### src/rtl/mips_pkg.sv
// Shared MIPS decode constants, branch classification and field layout for the ID stage.
package mips_pkg;

  localparam int unsigned XLEN  = 32;
  localparam int unsigned REG_W = 5;

  localparam logic [5:0] OP_SPECIAL = 6'h00;
  localparam logic [5:0] OP_J       = 6'h02;
  localparam logic [5:0] OP_JAL     = 6'h03;
  localparam logic [5:0] OP_BEQ     = 6'h04;
  localparam logic [5:0] OP_BNE     = 6'h05;
  localparam logic [5:0] FN_JR      = 6'h08;

  localparam logic [XLEN-1:0] NOP      = 32'h0000_0000;
  localparam logic [XLEN-1:0] RESET_PC = 32'h0000_3000;

  // Control-transfer class of the instruction in IF/ID
  typedef enum logic [2:0] {
    BR_NONE,
    BR_BEQ,
    BR_BNE,
    BR_J,
    BR_JR
  } br_kind_e;

  // I-type field view of an instruction word
  typedef struct packed {
    logic [5:0]       op;
    logic [REG_W-1:0] rs;
    logic [REG_W-1:0] rt;
    logic [15:0]      imm;
  } itype_t;

  // Classify an instruction word; j and jal share the same target form
  function automatic br_kind_e decode_br(logic [XLEN-1:0] instr);
    br_kind_e k;
    k = BR_NONE;
    case (instr[31:26])
      OP_BEQ:        k = BR_BEQ;
      OP_BNE:        k = BR_BNE;
      OP_J, OP_JAL:  k = BR_J;
      OP_SPECIAL:    k = (instr[5:0] == FN_JR) ? BR_JR : BR_NONE;
      default:       k = BR_NONE;
    endcase
    return k;
  endfunction

endpackage

### src/rtl/id_stage_if.sv
// Fetch <-> decode link: instruction/PC+4 in, stall and redirect controls back to fetch.
interface id_stage_if;
  import mips_pkg::*;

  logic [XLEN-1:0] if_instr;
  logic [XLEN-1:0] if_pc4;
  logic            Stall;
  logic            Branch;
  logic            NPCsel;
  logic            CMPout;
  logic [XLEN-1:0] nextPC;

  modport master (output if_instr, if_pc4, input Stall, Branch, NPCsel, CMPout, nextPC);
  modport slave  (input if_instr, if_pc4, output Stall, Branch, NPCsel, CMPout, nextPC);
endinterface

### src/rtl/id_stage_npc_calc.sv
// Branch comparator and next-PC target selection for the instruction held in IF/ID.
module npc_calc
  import mips_pkg::*;
(
  input  logic [XLEN-1:0] ir,
  input  logic [XLEN-1:0] pc4,
  input  logic [XLEN-1:0] rs_val,
  input  logic [XLEN-1:0] rt_val,
  output logic            cmp_out_c,
  output logic [XLEN-1:0] next_pc_c
);

  br_kind_e        kind;
  itype_t          fields;
  logic [XLEN-1:0] br_off;

  assign kind   = decode_br(ir);
  assign fields = itype_t'(ir);
  assign br_off = {{14{fields.imm[15]}}, fields.imm, 2'b00};

  // Compare operands and pick the target; conditional target is the default
  always_comb begin
    cmp_out_c = 1'b0;
    next_pc_c = pc4 + br_off;
    case (kind)
      BR_BEQ:  cmp_out_c = (rs_val == rt_val);
      BR_BNE:  cmp_out_c = (rs_val != rt_val);
      BR_J:    next_pc_c = {pc4[31:28], ir[25:0], 2'b00};
      BR_JR:   next_pc_c = rs_val;
      default: ;
    endcase
  end

endmodule

### src/rtl/id_stage.sv
// IF/ID register, decode-stage branch resolution and hazard detection.
// Optional feature macro: ID_FWD_EN (EX/MEM ALU result forwarded into decode operands).
module id_stage
  import mips_pkg::*;
#(
  parameter int unsigned     CNT_W = 16,
  parameter logic [31:0]     NOP   = mips_pkg::NOP
) (
  input  logic             clk,
  input  logic             reset,
  id_stage_if.slave        fw,
  input  logic [XLEN-1:0]  rf_rs_data,
  input  logic [XLEN-1:0]  rf_rt_data,
  input  logic [REG_W-1:0] ex_wr_addr,
  input  logic             ex_wr_en,
  input  logic             ex_is_load,
  input  logic [REG_W-1:0] mem_wr_addr,
  input  logic             mem_wr_en,
  input  logic             mem_is_load,
  input  logic [XLEN-1:0]  mem_wr_data,
  output logic [REG_W-1:0] rs_addr,
  output logic [REG_W-1:0] rt_addr,
  output logic [XLEN-1:0]  id_instr,
  output logic [XLEN-1:0]  id_pc4,
  output logic [XLEN-1:0]  id_rs_val,
  output logic [XLEN-1:0]  id_rt_val,
  output logic             id_bubble,
  output logic [CNT_W-1:0] stall_cycles
);

  logic [XLEN-1:0]  ir;
  logic [XLEN-1:0]  pc4;
  logic [CNT_W-1:0] stall_cnt;
  logic             stall;
  br_kind_e         kind;
  itype_t           fields;

  logic early_rs, early_rt, late_rs, late_rt;
  logic use_rs, use_rt;
  logic ex_hit_rs, ex_hit_rt, mem_hit_rs, mem_hit_rt;
  logic haz_rs, haz_rt, fwd_rs, fwd_rt;

  assign kind    = decode_br(ir);
  assign fields  = itype_t'(ir);
  assign rs_addr = fields.rs;
  assign rt_addr = fields.rt;

  // Branches compare in decode, so their sources are needed a stage earlier than ALU/mem sources
  assign early_rs = (kind == BR_BEQ) || (kind == BR_BNE) || (kind == BR_JR);
  assign early_rt = (kind == BR_BEQ) || (kind == BR_BNE);
  assign late_rs  = (kind == BR_NONE);
  assign late_rt  = (kind == BR_NONE) && ((fields.op == OP_SPECIAL) || (fields.op[5:3] == 3'b101));
  assign use_rs   = early_rs || late_rs;
  assign use_rt   = early_rt || late_rt;

  // Producer matches; register $0 never matches
  assign ex_hit_rs  = ex_wr_en  && (ex_wr_addr  == fields.rs) && (fields.rs != '0);
  assign ex_hit_rt  = ex_wr_en  && (ex_wr_addr  == fields.rt) && (fields.rt != '0);
  assign mem_hit_rs = mem_wr_en && (mem_wr_addr == fields.rs) && (fields.rs != '0);
  assign mem_hit_rt = mem_wr_en && (mem_wr_addr == fields.rt) && (fields.rt != '0);

`ifdef ID_FWD_EN
  // Load in EX blocks any use; branch sources also wait on any EX result and on a load in MEM
  assign haz_rs = use_rs && ((ex_hit_rs && ex_is_load) || (early_rs && ex_hit_rs) ||
                             (early_rs && mem_hit_rs && mem_is_load));
  assign haz_rt = use_rt && ((ex_hit_rt && ex_is_load) || (early_rt && ex_hit_rt) ||
                             (early_rt && mem_hit_rt && mem_is_load));
  assign fwd_rs = mem_hit_rs && !mem_is_load;
  assign fwd_rt = mem_hit_rt && !mem_is_load;
`else
  // Without forwarding every in-flight write to a source must drain first
  logic unused_load_flags;
  assign unused_load_flags = ex_is_load ^ mem_is_load;
  assign haz_rs = use_rs && (ex_hit_rs || mem_hit_rs);
  assign haz_rt = use_rt && (ex_hit_rt || mem_hit_rt);
  assign fwd_rs = 1'b0;
  assign fwd_rt = 1'b0;
`endif

  assign stall = haz_rs || haz_rt;

  assign id_rs_val = (fields.rs == '0) ? '0 : (fwd_rs ? mem_wr_data : rf_rs_data);
  assign id_rt_val = (fields.rt == '0) ? '0 : (fwd_rt ? mem_wr_data : rf_rt_data);

  // IF/ID register; held while stalled, never flushed so the delay slot always executes
  always_ff @(posedge clk or negedge reset) begin
    if (!reset) begin
      ir  <= NOP;
      pc4 <= '0;
    end else if (!stall) begin
      ir  <= fw.if_instr;
      pc4 <= fw.if_pc4;
    end
  end

  // Saturating count of stalled cycles
  always_ff @(posedge clk or negedge reset) begin
    if (!reset) begin
      stall_cnt <= '0;
    end else if (stall && (stall_cnt != {CNT_W{1'b1}})) begin
      stall_cnt <= stall_cnt + CNT_W'(1);
    end
  end

  npc_calc u_npc_calc (
    .ir        (ir),
    .pc4       (pc4),
    .rs_val    (id_rs_val),
    .rt_val    (id_rt_val),
    .cmp_out_c (fw.CMPout),
    .next_pc_c (fw.nextPC)
  );

  assign fw.Stall      = stall;
  assign fw.Branch     = (kind != BR_NONE);
  assign fw.NPCsel     = (kind == BR_J) || (kind == BR_JR);
  assign id_bubble     = stall;
  assign id_instr      = stall ? NOP : ir;
  assign id_pc4        = pc4;
  assign stall_cycles  = stall_cnt;

endmodule

### src/flat_wrapper.sv
// flat-port wrapper written by rule: the top's interface ports become plain ports
module id_stage_flat import mips_pkg::*;
#(
  parameter int unsigned     CNT_W = 16,
  parameter logic [31:0]     NOP   = mips_pkg::NOP
)
  (clk, reset, rf_rs_data, rf_rt_data, ex_wr_addr, ex_wr_en, ex_is_load, mem_wr_addr, mem_wr_en, mem_is_load, mem_wr_data, rs_addr, rt_addr, id_instr, id_pc4, id_rs_val, id_rt_val, id_bubble, stall_cycles, fw_if_instr, fw_if_pc4, fw_Stall, fw_Branch, fw_NPCsel, fw_CMPout, fw_nextPC);
  id_stage_if fw_i ();
  input  logic clk;
  input  logic reset;
  input  logic [XLEN-1:0] rf_rs_data;
  input  logic [XLEN-1:0] rf_rt_data;
  input  logic [REG_W-1:0] ex_wr_addr;
  input  logic ex_wr_en;
  input  logic ex_is_load;
  input  logic [REG_W-1:0] mem_wr_addr;
  input  logic mem_wr_en;
  input  logic mem_is_load;
  input  logic [XLEN-1:0] mem_wr_data;
  output logic [REG_W-1:0] rs_addr;
  output logic [REG_W-1:0] rt_addr;
  output logic [XLEN-1:0] id_instr;
  output logic [XLEN-1:0] id_pc4;
  output logic [XLEN-1:0] id_rs_val;
  output logic [XLEN-1:0] id_rt_val;
  output logic id_bubble;
  output logic [CNT_W-1:0] stall_cycles;
  input wire logic [$bits(fw_i.if_instr)-1:0] fw_if_instr;
  input wire logic [$bits(fw_i.if_pc4)-1:0] fw_if_pc4;
  output wire logic [$bits(fw_i.Stall)-1:0] fw_Stall;
  output wire logic [$bits(fw_i.Branch)-1:0] fw_Branch;
  output wire logic [$bits(fw_i.NPCsel)-1:0] fw_NPCsel;
  output wire logic [$bits(fw_i.CMPout)-1:0] fw_CMPout;
  output wire logic [$bits(fw_i.nextPC)-1:0] fw_nextPC;
  assign fw_i.if_instr = fw_if_instr;
  assign fw_i.if_pc4 = fw_if_pc4;
  assign fw_Stall = fw_i.Stall;
  assign fw_Branch = fw_i.Branch;
  assign fw_NPCsel = fw_i.NPCsel;
  assign fw_CMPout = fw_i.CMPout;
  assign fw_nextPC = fw_i.nextPC;
  id_stage #(.CNT_W(CNT_W), .NOP(NOP)) u_core (.clk(clk), .reset(reset), .fw(fw_i), .rf_rs_data(rf_rs_data), .rf_rt_data(rf_rt_data), .ex_wr_addr(ex_wr_addr), .ex_wr_en(ex_wr_en), .ex_is_load(ex_is_load), .mem_wr_addr(mem_wr_addr), .mem_wr_en(mem_wr_en), .mem_is_load(mem_is_load), .mem_wr_data(mem_wr_data), .rs_addr(rs_addr), .rt_addr(rt_addr), .id_instr(id_instr), .id_pc4(id_pc4), .id_rs_val(id_rs_val), .id_rt_val(id_rt_val), .id_bubble(id_bubble), .stall_cycles(stall_cycles));
endmodule
### config.mk
export PLATFORM = sky130hd
export DESIGN_NAME = id_stage_flat
export DESIGN_NICKNAME = d
export VERILOG_FILES = /design/src/rtl/mips_pkg.sv /design/src/rtl/id_stage_if.sv /design/src/rtl/id_stage_npc_calc.sv /design/src/rtl/id_stage.sv /design/src/flat_wrapper.sv
export SDC_FILE = /design/constraint.sdc
export NUM_CORES = 1
export LEC_CHECK = 0
export ABC_CLOCK_PERIOD_IN_PS = 9000
export BUFFER_PORTS_ARGS = -buffer_cell sky130_fd_sc_hd__buf_2
export CORE_AREA = 5 5 141 143
export CTS_CLUSTER_DIAMETER = 150
export CTS_CLUSTER_SIZE = 24
export DETAILED_ROUTE_END_ITERATION = 12
export DIE_AREA = 0 0 146 148
export GPL_ROUTABILITY_DRIVEN = 1
export PLACE_DENSITY = 0.74
export SLEW_MARGIN = 20
export SYNTH_ARGS = -nofsm -noshare
export SYNTH_HDL_FRONTEND = slang
export SYNTH_SLANG_ARGS = --single-unit
### constraint.sdc
create_clock -name clk -period 9 [get_ports clk]
set_input_delay 2.25 -clock clk [delete_from_list [all_inputs] [get_ports clk]]
set_output_delay 2.25 -clock clk [all_outputs]
set_load 0.005 [all_outputs]
==> results.md, run 1 <==
- Status: finished clean
- DRT iter0 DRCs: 382
- Slew margin rel.: 0.3588
- Fmax: 0.1487 GHz
- Worst EP arrival: 4.47 ns
- Top cell by count, worst path: buf_2
- Total Power: 0.001311 W
- Final nets: 1288
- Initial Util: 0.3593
- Slew Viols, Final: 0
- Cell Int Power: 0.0008395 W
- Pin count of the biggest net entering global routing: 68
- Clk_lat worst skew: 0.35 ns
- Top_reg_cell synth: dfrtp_1
- Final worst-path cycle share: 0.7471
- Setup TNS: 0 ns
- Cell area after technology mapping: 6631 um^2
- Combinational power share: 0.374
- Fill cell count: 1794
- Seq pwr share: 0.327
- Drt pass-1 iters: 5
- Worst Path Class, Setup: input pin to output port
- Fraction of layout cells with a size suffix above 1: 0.3996
- Vias post-DR: 6927
- Setup crit start kind: input pin
- YS warnings: 0
- Net Sw Power: 0.0004715 W
- Clock root cell: clkbuf_16
- Layout Skew: 0.01430 ns
- Hold_buf cts: 0
- Critical Path Source: mem_wr_addr[0]
- Total Wirelength: 26510 um
- TritonCTS Buffers: 9
- Total core area: 18460 um^2
- Clock Tree Buf Depth: 2
- Post-CTS Resized: 0
- Rows: 50
- Crit path capture type: output port
- Synth Net Count: 977
- Static leakage: 4.446 nW
- Wire length of the first global-routing pass: 39660 um
- Final Hold Viols: 0
- # Post-CTS Setup Buffers: 0
- RR Startpoint: u_core.fields[3]
- Vias per cell: 5.240
- P per Cell Area: 150.1 nW/um^2
- GP Congestion: 0.8949
- H-tree Lvls: 3
- Min cycle time layout: 6.724 ns
- Number of routed nets with antenna violations: 0
- Final setup viols: 0
- Max-cap violations: 0
- Post-synth cell types: 57
- Remaining DRCs: 0
- CP Data Required Time: 6.75 ns
- Die Area: 21610 um^2
- Global route overflow: 0
- Tot GR Track Use: 0.2359
- Sink Count: 80
- Slowest CP cell: a32o_4
- Unrepaired setup endpoints after global routing: no
- Peak VDD IR: 0.09119 mV
- Asr flop ratio synth: 1.000
- Cell chain of the critical path: buf_2 -> xor2_1 -> nor4_1 -> nand3_1 -> a21oi_1 -> a32o_4 -> buf_4 -> nor2_1 -> buf_2
- Worst-margin pin slew: 0.9583 ns
- Syn Inst Count: 770
- CP max stage delay: 0.72 ns
- Reg clk slew, reported paths: 0.07 ns
- Area Overhead vs Synth: 31.74%
- Port buffer count: 332
- I/O Pins: 367
- Die height: 148 um
- CP Max Fanout: 67
- Post-synth EDFFs: 0
- Mean post-synth cell area: 8.612 um^2
- Final cell count without fillers: 1322
- Hold path start: u_core.stall_cycles[10]
- Clk network pwr share: 0.299
- Antenna violations before repair: 3
- Hpwl dp: 21020 um
- Fin util: 0.4734
- DIE WIDTH: 146 um
- Vias in the first global route: 6781
- Placed Instances: 1304
- Hold WC Path Type: flop to flop
- Switching part of the total: 0.3597
- Synth Register Bits: 80
- WL per Instance: 20.06 um
- CTS tree: yes
- Seq/Total Area, Yosys: 0.3019
stage by stage:
step | area (um^2) | hold WS, ns | worst slack (ns)
3_3_place_gp | 8422 | 0.4738 | 2.292
4_1_cts | 8731 | 0.4918 | 2.288
6_report | 8736 | 0.4910 | 2.276
3_5_place_dp | 8422 | 0.4803 | 2.274
5_1_grt | 8736 | 0.5155 | 2.159
2_1_floorplan | 6631 | 0.4806 | 2.914
sequential cells by signal (all words and copies together), names as in the netlist:
name / flops
u_core.fields: 32
u_core.id_pc4: 32
u_core.stall_cycles: 16
final cells by class:
type | count | area, um^2 | share of cell area
diodes | 2 | 5.005 | 0.0005729
clock buffers | 9 | 225.2 | 0.02578
clock inverters | 7 | 83.83 | 0.009596
inverters | 73 | 274.0 | 0.03137
multi-input cells | 578 | 4136 | 0.4735
flip-flops and latches | 80 | 2002 | 0.2292
well taps | 234 | 292.8 | 0.03351
repair buffers | 339 | 1717 | 0.1965
final timing paths:
check | depth (start not counted) | end | slack (ns)
max | 9 | id_instr[8] | 2.28
min in group asynchronous | 1 | u_core.id_pc4[13] | 1.80
max reg2reg | 11 | u_core.stall_cycles[10] | 5.12
max in group asynchronous | 2 | u_core.fields[27] | 6.15
min | 1 | u_core.stall_cycles[10] | 0.49
min reg2reg | 1 | u_core.stall_cycles[10] | 0.49
layout by cell type (no fill, tap or decap), types with 3 or more instances in the layout:
master     count
nor4_1         7
mux2_2        67
and2_1        41
dfrtp_1       80
nor2_1        52
o21ai_0       36
nand3_1       26
ha_1          30
clkbuf_16      9
and3_1        11
o221ai_1      20
a22oi_1       17
nand4_1        8
a31oi_1       11
xnor2_1       45
o21bai_1       4
buf_4          8
xor2_1        33
a21oi_1       32
nor3_1         6
inv_1         72
inv_6          3
nand2_1       67
a221oi_1       3
nor4_2         4
nor2b_1        6
nand2_4        3
a21o_1         9
a211o_1        3
nand3b_1       4
nand2b_1       5
buf_2        331
Yosys cell counts, types with 2 or more instances:
| master | instances | area, um^2 |
|---|---|---|
| and4_1 | 2 | 17.52 |
| buf_6 | 2 | 22.52 |
| xor2_1 | 33 | 289.0 |
| a21oi_1 | 32 | 160.2 |
| and2_1 | 41 | 256.5 |
| a21o_1 | 9 | 67.56 |
| buf_4 | 11 | 82.58 |
| a2111oi_0 | 2 | 17.52 |
| o221ai_1 | 20 | 175.2 |
| a22oi_1 | 17 | 127.6 |
| o21ai_0 | 36 | 180.2 |
| nand2b_1 | 5 | 31.28 |
| nor2b_1 | 6 | 37.54 |
| nor3_1 | 6 | 30.03 |
| inv_1 | 72 | 270.3 |
| and3_1 | 11 | 68.82 |
| nand2_1 | 67 | 251.5 |
| o2111ai_1 | 2 | 17.52 |
| ha_1 | 30 | 375.4 |
| a211o_1 | 3 | 26.28 |
| xnor2_1 | 45 | 394.1 |
| mux2_2 | 67 | 754.5 |
| nand3b_1 | 4 | 30.03 |
| buf_2 | 9 | 45.04 |
| nand4_1 | 8 | 50.05 |
| nand3_1 | 26 | 130.1 |
| a221oi_1 | 3 | 26.28 |
| clkbuf_1 | 12 | 45.04 |
| o22ai_1 | 2 | 12.51 |
| nor4_1 | 7 | 43.79 |
| o21bai_1 | 4 | 30.03 |
| nand2_4 | 3 | 33.78 |
| nor4_2 | 4 | 50.05 |
| nor2_1 | 52 | 195.2 |
| a31oi_1 | 11 | 68.82 |
| nand2_2 | 2 | 12.51 |
| dfrtp_1 | 80 | 2002 |
| or3_1 | 2 | 12.51 |
| buf_1 | 4 | 15.01 |
power groups by stage:
stage | logic [W] | registers, W | clock network (W)
finish | 0.000491 | 0.000429 | 0.000391
detailed placement | 0.000490 | 0.000435 | 0
global placement | 0.000486 | 0.000434 | 0
floorplan | 0.000281 | 0.000424 | 0
global route | 0.000544 | 0.000434 | 0.000412
CTS | 0.000494 | 0.000428 | 0.000400
metal layers:
layer | share of wire | global-route usage | vias up
met5 | 0.00045 | 0 | -
met4 | 0.024 | 0.07573 | 2
met3 | 0.070 | 0.05518 | 43
met2 | 0.48 | 0.4038 | 299
met1 | 0.43 | 0.2956 | 3262
li1 | - | - | 3321
cells by family after synthesis:
logic type,count (synthesis),share of synthesized area
AO/OA/AOI/OAI,151,0.1500
XOR/XNOR,78,0.1030
adder cells (fa/ha/maj),31,0.05962
buffers and inverters,112,0.07604
flip-flops,80,0.3019
multiplexers,67,0.1138
AND/OR/NAND/NOR,251,0.1957
worst max-delay path: cells and delay by family:
| family | cells | cell delay, ns |
|---|---|---|
| AOI/OAI and AO/OA | 2 | 0.90 |
| and+or+nand+nor | 3 | 0.48 |
| xor gates and xnor gates | 1 | 0.14 |
| buffers and inverters | 3 | 0.64 |
Note: power is estimated with default switching activity, not from simulation.
==> inputs of run 2 (changes only) <==
Settings changed: ABC_CLOCK_PERIOD_IN_PS 9000 to 6900, CORE_AREA 5 5 141 143 to 5 5 138 140, DIE_AREA 0 0 146 148 to 0 0 143 145, PLACE_DENSITY 0.74 to 0.77.
Clock period 9 ns to 6.9 ns, I/O delays scaled along.
==> results.md, run 2 (synthesized netlist as in run 1, its figures left out) <==
- Peak VDD IR: 0.1166 mV (was 0.09119 mV)
- Vias per cell: 5.257 (was 5.240)
- Crit path capture type: output port (unchanged)
- Antenna violations before repair: 5 (was 3)
- Most common cell after layout, fill and taps aside: buf_2 (unchanged)
- Sink Count: 80 (unchanged)
- Hold path start: u_core.stall_cycles[10] (unchanged)
- P per Cell Area: 195.3 nW/um^2 (was 150.1 nW/um^2)
- CTS tree: yes (unchanged)
- DRT iter0 DRCs: 340 (was 382)
- Pin count of the biggest net entering global routing: 71 (was 68)
- Critical Path Source: u_core.fields[23] (was mem_wr_addr[0])
- Post-CTS Resized: 0 (unchanged)
- Die Area: 20740 um^2 (was 21610 um^2)
- Worst hold stages: 1 (unchanged)
- CP Data Required Time: 5.18 ns (was 6.75 ns)
- Setup crit start kind: flop (was input pin)
- Tot GR Track Use: 0.2462 (was 0.2359)
- DIE WIDTH: 143 um (was 146 um)
- Layout Skew: 0.01236 ns (was 0.01430 ns)
- Global route overflow: 0 (unchanged)
- Port buffer count: 332 (unchanged)
- TritonCTS Buffers: 9 (unchanged)
- Unrepaired setup endpoints after global routing: no (unchanged)
- Number of routed nets with antenna violations: 0 (unchanged)
- Total Power: 0.001710 W (was 0.001311 W)
- Top cell by count, worst path: xnor2_1 (was buf_2)
- Vias post-DR: 6939 (was 6927)
- Slew Viols, Final: 0 (unchanged)
- Die height: 145 um (was 148 um)
- Fill cell count: 1738 (was 1794)
- Clock root cell: clkbuf_16 (unchanged)
- Final Hold Viols: 0 (unchanged)
- Reg clk slew, reported paths: 0.07 ns (about the same)
- Final worst-path cycle share: 0.8167
- Area Overhead vs Synth: 32.02% (was 31.74%)
- GP Congestion: 0.8833 (was 0.8949)
- Hpwl dp: 21110 um (was 21020 um)
- Total core area: 17720 um^2 (was 18460 um^2)
- Cell chain of the critical path: or4_1 -> nand2b_4 -> nand2_2 -> xnor2_1 -> nor4_1 -> nand4b_1 -> nor4_2 -> xnor2_1 -> nor2_1 -> buf_2 (was buf_2 -> xor2_1 -> nor4_1 -> nand3_1 -> a21oi_1 -> a32o_4 -> buf_4 -> nor2_1 -> buf_2)
- Wire length of the first global-routing pass: 39730 um (was 39660 um)
- Most frequent cells in the layout: buf_2, dfrtp_1, inv_1, nand2_1, mux2_2 (unchanged)
- WL per Instance: 20.01 um (was 20.06 um)
- Clk_lat worst skew: 0.35 ns (about the same)
- Total Wirelength: 26410 um (was 26510 um)
- Final setup viols: 0 (unchanged)
- Hold_buf cts: 0 (unchanged)
- CP Max Fanout: 37 (was 67)
- RR Startpoint: u_core.fields[3] (unchanged)
- Initial Util: 0.3743 (was 0.3593)
- Slowest CP cell: nor4_1 (was a32o_4)
- Min cycle time layout: 5.635 ns
- # Post-CTS Setup Buffers: 0 (unchanged)
- Fraction of layout cells with a size suffix above 1: 0.4002 (was 0.3996)
- Clock Tree Buf Depth: 2 (unchanged)
- Worst-margin pin slew: 1.071 ns (was 0.9583 ns)
- Worst Path Class, Setup: flop to output port (was input pin to output port)
- Hold WC Path Type: flop to flop (unchanged)
- CP max stage delay: 0.71 ns (was 0.72 ns)
- Final nets: 1289 (was 1288)
- Status: finished clean (unchanged)
- H-tree Lvls: 3 (unchanged)
- Remaining DRCs: 0 (unchanged)
- I/O Pins: 367 (unchanged)
- Slew margin rel.: 0.2836 (was 0.3588)
- Setup TNS: 0 ns (unchanged)
- Worst EP arrival: 3.91 ns (was 4.47 ns)
- Fmax: 0.1775 GHz
- Register-to-register setup slack: 3.30 ns (was 5.12 ns)
- Vias in the first global route: 6914 (was 6781)
- Static leakage: 4.453 nW (was 4.446 nW)
- Max-cap violations: 0 (unchanged)
- Rows: 49 (was 50)
- Drt pass-1 iters: 4 (was 5)
- FF-to-FF path depth: 12 (was 11)
-- run 2: where the power goes --
group	switching [W]	internal [W]
sequential	0.0000536	0.000505
combinational	0.000338	0.000303
clock	0.000222	0.000288
-- run 2: metrics by stage --
step                  util  cell area [um^2]  hold WS [ns]  setup slack (ns)  std cells
finish              0.4941              8755        0.4864             1.265       1320
global route        0.4940              8752        0.5123             1.076       1319
CTS                 0.4935              8745        0.4898             1.345       1316
detailed placement  0.4761              8436        0.4753             1.503       1300
global placement    0.4761              8436        0.4732             1.510       1300
floorplan                -              6631        0.4806             1.864        770
-- run 2: path summary, 6_finish.rpt --
kind | end
max | fw_CMPout
max in group asynchronous | u_core.fields[27]
max reg2reg | u_core.stall_cycles[8]
min in group asynchronous | u_core.id_pc4[14]
min | u_core.stall_cycles[10]
min reg2reg | u_core.stall_cycles[10]
-- run 2: layout make-up --
| cell class | instances | area, um^2 | area share |
|---|---|---|---|
| antenna | 4 | 10.01 | 0.001143 |
| sequential | 80 | 2002 | 0.2287 |
| timing repair buffer | 340 | 1737 | 0.1984 |
| clock buffer | 9 | 225.2 | 0.02573 |
| inverter | 73 | 274.0 | 0.03130 |
| tap | 229 | 286.5 | 0.03273 |
| clock inverter | 7 | 83.83 | 0.009576 |
| multi-input combinational | 578 | 4136 | 0.4725 |
-- run 2: routing by layer --
metal  track usage  vias to the layer above  wire, um
met5             0                        -        22
met4       0.08888                        4       674
met3       0.05923                       39      2167
met2        0.4109                      317     12740
met1        0.3082                     3267     10810
li1              -                     3312         -
-- run 2: worst max-delay path, delay by kind of cell (launching register included) --
family	cells	cell delay, ns
xor gates and xnor gates	2	0.32
buffers and inverters	1	0.13
and+or+nand+nor	7	2.62
DFF	1	0.49
==> inputs of run 3 (changes only) <==
Settings changed: ABC_AREA from default to 1, ABC_CLOCK_PERIOD_IN_PS 6900 to 4540, CORE_AREA 5 5 138 140 to 5 5 141 143, DIE_AREA 0 0 143 145 to 0 0 146 148, PLACE_DENSITY 0.77 to 0.81.
Clock period 6.9 ns to 4.54 ns, I/O delays scaled along.
==> results.md, run 3 <==
- Status: finished clean (unchanged)
- Ranking of synthesized cells by area: dfrtp_1, nand2_1, inv_1 (was dfrtp_1, mux2_2, xnor2_1)
- CP max stage delay: 0.46 ns (was 0.71 ns)
- Cell area after technology mapping: 7376 um^2 (was 6631 um^2)
- Vias in the first global route: 8676 (was 6914)
- Initial Util: 0.3997 (was 0.3743)
- Diodes inserted: 0 (was 4)
- Port buffer count: 332 (unchanged)
- Rows: 50 (was 49)
- Worst EP arrival: 2.94 ns (was 3.91 ns)
- Final worst-path cycle share: 0.8973
- Worst hold stages: 2 (was 1)
- Reg clk slew, reported paths: 0.07 ns (about the same)
- DIE WIDTH: 146 um (was 143 um)
- Clock Tree Buf Depth: 2 (unchanged)
- Post-synth cell types: 40 (was 57)
- Most frequent cell after synthesis: nand2_1 (was dfrtp_1)
- Synth area leader: dfrtp_1 (unchanged)
- Register-to-register setup slack: 1.50 ns (was 3.30 ns)
- Cell chain of the critical path: ha_1 -> fa_1 -> nand3_1 -> nand2_1 -> a21oi_1 -> o21ai_0 -> nand2_1 -> nand2_1 -> nand2_1 -> nand3_1 -> nand2_1 -> buf_2 (was or4_1 -> nand2b_4 -> nand2_2 -> xnor2_1 -> nor4_1 -> nand4b_1 -> nor4_2 -> xnor2_1 -> nor2_1 -> buf_2)
- Top cell by count, worst path: nand2_1 (was xnor2_1)
- Placed Instances: 1677 (was 1300)
- Tot GR Track Use: 0.2787 (was 0.2462)
- # Post-CTS Setup Buffers: 0 (unchanged)
- RR Startpoint: u_core.fields[19] (was u_core.fields[3])
- Wire length of the first global-routing pass: 47390 um (was 39730 um)
- Slew Viols, Final: 0 (unchanged)
- Antenna violations before repair: 0 (was 5)
- Seq pwr share: 0.290 (was 0.326)
- CP Data Required Time: 3.40 ns (was 5.18 ns)
- Final cell count without fillers: 1693 (was 1320)
- I/O Pins: 367 (unchanged)
- Global route overflow: 0 (unchanged)
- Vias per cell: 5.246 (was 5.257)
- Combinational power share: 0.455 (was 0.375)
- Final nets: 1661 (was 1289)
- Hold WC Path Type: flop to flop (unchanged)
- Max-cap violations: 0 (unchanged)
- Switching part of the total: 0.4216 (was 0.3592)
- CTS tree: yes (unchanged)
- CP Max Fanout: 4 (was 37)
- Total core area: 18460 um^2 (was 17720 um^2)
- Total Power: 0.003016 W (was 0.001710 W)
- Static leakage: 5.388 nW (was 4.453 nW)
- Most common cell after layout, fill and taps aside: nand2_1 (was buf_2)
- Dpl ws: 0.7596 ns (was 1.503 ns)
- Asr flop ratio synth: 1.000 (unchanged)
- R2r endpoint: u_core.stall_cycles[5] (was u_core.stall_cycles[8])
- Pin count of the biggest net entering global routing: 65 (was 71)
- Crit path capture type: output port (unchanged)
- Slowest CP cell: fa_1 (was nor4_1)
- Cell Int Power: 0.001744 W (was 0.001096 W)
- Clock root cell: clkbuf_16 (unchanged)
- Worst-margin pin slew: 0.8980 ns (was 1.071 ns)
- WL per Instance: 18.31 um (was 20.01 um)
- Remaining DRCs: 0 (unchanged)
- Number of routed nets with antenna violations: 0 (unchanged)
- Register area: 2002 um^2 (unchanged)
- Hold path start: u_core.id_pc4[20] (was u_core.stall_cycles[10])
- P per Cell Area: 318.6 nW/um^2 (was 195.3 nW/um^2)
- Setup crit start kind: flop (unchanged)
- Area Overhead vs Synth: 28.33% (was 32.02%)
- Total Wirelength: 31000 um (was 26410 um)
- Seq/Total Area, Yosys: 0.2714 (was 0.3019)
- Top_reg_cell synth: dfrtp_1 (unchanged)
- Synth cell count leaders: nand2_1, inv_1, nor2_1 (was dfrtp_1, inv_1, mux2_2, nand2_1, nor2_1)
- Fmax: 0.2455 GHz
- Die height: 148 um (was 145 um)
- Post-CTS Resized: 0 (unchanged)
- Net Sw Power: 0.001272 W (was 0.0006142 W)
- Peak VDD IR: 0.1966 mV (was 0.1166 mV)
- Syn Inst Count: 1144 (was 770)
- Worst Path Class, Setup: flop to output port (unchanged)
- DRT iter0 DRCs: 573 (was 340)
- FF-to-FF path depth: 11 (was 12)
- GP Congestion: 0.9727 (was 0.8833)
- Synth Register Bits: 80 (unchanged)
- Clk_lat worst skew: 0.36 ns (was 0.35 ns)
- Drt pass-1 iters: 5 (was 4)
- Layout Skew: 0.008858 ns (was 0.01236 ns)
- Vias post-DR: 8882 (was 6939)
- Hold_buf cts: 0 (unchanged)
- H-tree Lvls: 3 (unchanged)
- TritonCTS Buffers: 9 (unchanged)
- Most frequent cells in the layout: nand2_1, buf_2, inv_1, nor2_1, nand3_1 (was buf_2, dfrtp_1, inv_1, nand2_1, mux2_2)
- Die Area: 21610 um^2 (was 20740 um^2)
- Fraction of layout cells with a size suffix above 1: 0.2968 (was 0.4002)
- Sink Count: 80 (unchanged)
- YS warnings: 0 (unchanged)
- Clk network pwr share: 0.255 (was 0.298)
- Final Worst Setup Slack: 0.4661 ns (was 1.265 ns)
- Hpwl dp: 25210 um (was 21110 um)
- Post-synth EDFFs: 0 (unchanged)
- Multi-input gate area: 4529 um^2 (was 4136 um^2)
- Fill cell count: 1895 (was 1738)
- Slew margin rel.: 0.4013 (was 0.2836)
- Setup TNS: 0 ns (unchanged)
- Final setup viols: 0 (unchanged)
- End of the worst hold path: u_core.id_pc4[20] (was u_core.stall_cycles[10])
- Final Hold Viols: 0 (unchanged)
- Unrepaired setup endpoints after global routing: no (unchanged)
- Fin util: 0.5129 (was 0.4941)
- Min cycle time layout: 4.074 ns
- Post-synth top area share: 0.2714 (was 0.3019)
- Synth Net Count: 1351 (was 977)
- Mean post-synth cell area: 6.447 um^2 (was 8.612 um^2)
run 3: cell count changes after synthesis, sizes merged, moves of 10 or more:
| cell | delta |
|---|---|
| mux2 | -67 |
| o221ai | -13 |
| nor2 | +85 |
| o21ai | +10 |
| inv | +73 |
| a21oi | +47 |
| xnor2 | -13 |
| a31oi | -11 |
| and2 | -41 |
| xor2 | -22 |
| and3 | -11 |
| nand3 | +71 |
| nand2 | +271 |
| buf | +14 |
run 3: worst max path at each step:
stage                                 start       endpoint  cells past startpoint
after floorplan               ex_wr_addr[2]      id_bubble                     10
after global placement        ex_wr_addr[2]   id_instr[21]                     11
after detailed placement      ex_wr_addr[2]   id_instr[21]                     11
after CTS                  u_core.fields[0]  fw_nextPC[18]                     12
after global routing      u_core.fields[19]      fw_CMPout                     12
final                      u_core.fields[0]  fw_nextPC[18]                     12
run 3: cell type report:
| type | count | share of cell area |
|---|---|---|
| clock buffers | 10 | 0.02419 |
| flip-flops and latches | 80 | 0.2115 |
| well taps | 234 | 0.03093 |
| multi-input cells | 869 | 0.4785 |
| repair buffers | 348 | 0.1898 |
| clock inverters | 6 | 0.007138 |
| inverters | 146 | 0.05790 |
run 3: per-layer routing:
metal  global-route usage  up-vias  wire length, um
li1                     -     4312                -
met1               0.3351     4062            12690
met2               0.4694      435            14280
met3              0.06744       73             2567
met4               0.1359        0             1463
met5                    0        -                0
run 3: logic make-up (layout without fill, tap and decap cells):
logic type,after synthesis,in the layout,synth area share
XOR/XNOR,43,43,0.05106
buffers and inverters,195,510,0.1164
adder cells (fa/ha/maj),31,31,0.05360
AO/OA/AOI/OAI,178,178,0.1547
flip-flops,80,80,0.2714
AND/OR/NAND/NOR,617,617,0.3528
run 3: power groups by stage:
| stage | Clock, W | Sequential [W] | Combinational, W |
|---|---|---|---|
| 2_1_floorplan | 0 | 0.000866 | 0.000796 |
| 3_3_place_gp | 0 | 0.000884 | 0.00135 |
| 3_5_place_dp | 0 | 0.000886 | 0.00136 |
| 4_1_cts | 0.000775 | 0.000873 | 0.00137 |
| 5_1_grt | 0.000806 | 0.000883 | 0.00154 |
| 6_report | 0.000768 | 0.000875 | 0.00137 |
run 3: through the flow:
step	cell area [um^2]	hold WS (ns)
3_3_place_gp	9169	0.4869
6_report	9465	0.5124
2_1_floorplan	7376	0.4867
5_1_grt	9465	0.5424
4_1_cts	9465	0.5134
3_5_place_dp	9169	0.4963
run 3: critical path: cells and delay by family, from the launching register on:
kind | cells | cell delay (ns)
AO/OA/AOI/OAI | 2 | 0.58
flip-flops | 1 | 0.42
buffers and inverters | 1 | 0.12
AND/OR/NAND/NOR | 7 | 0.79
adder cells (fa/ha/maj) | 2 | 0.69
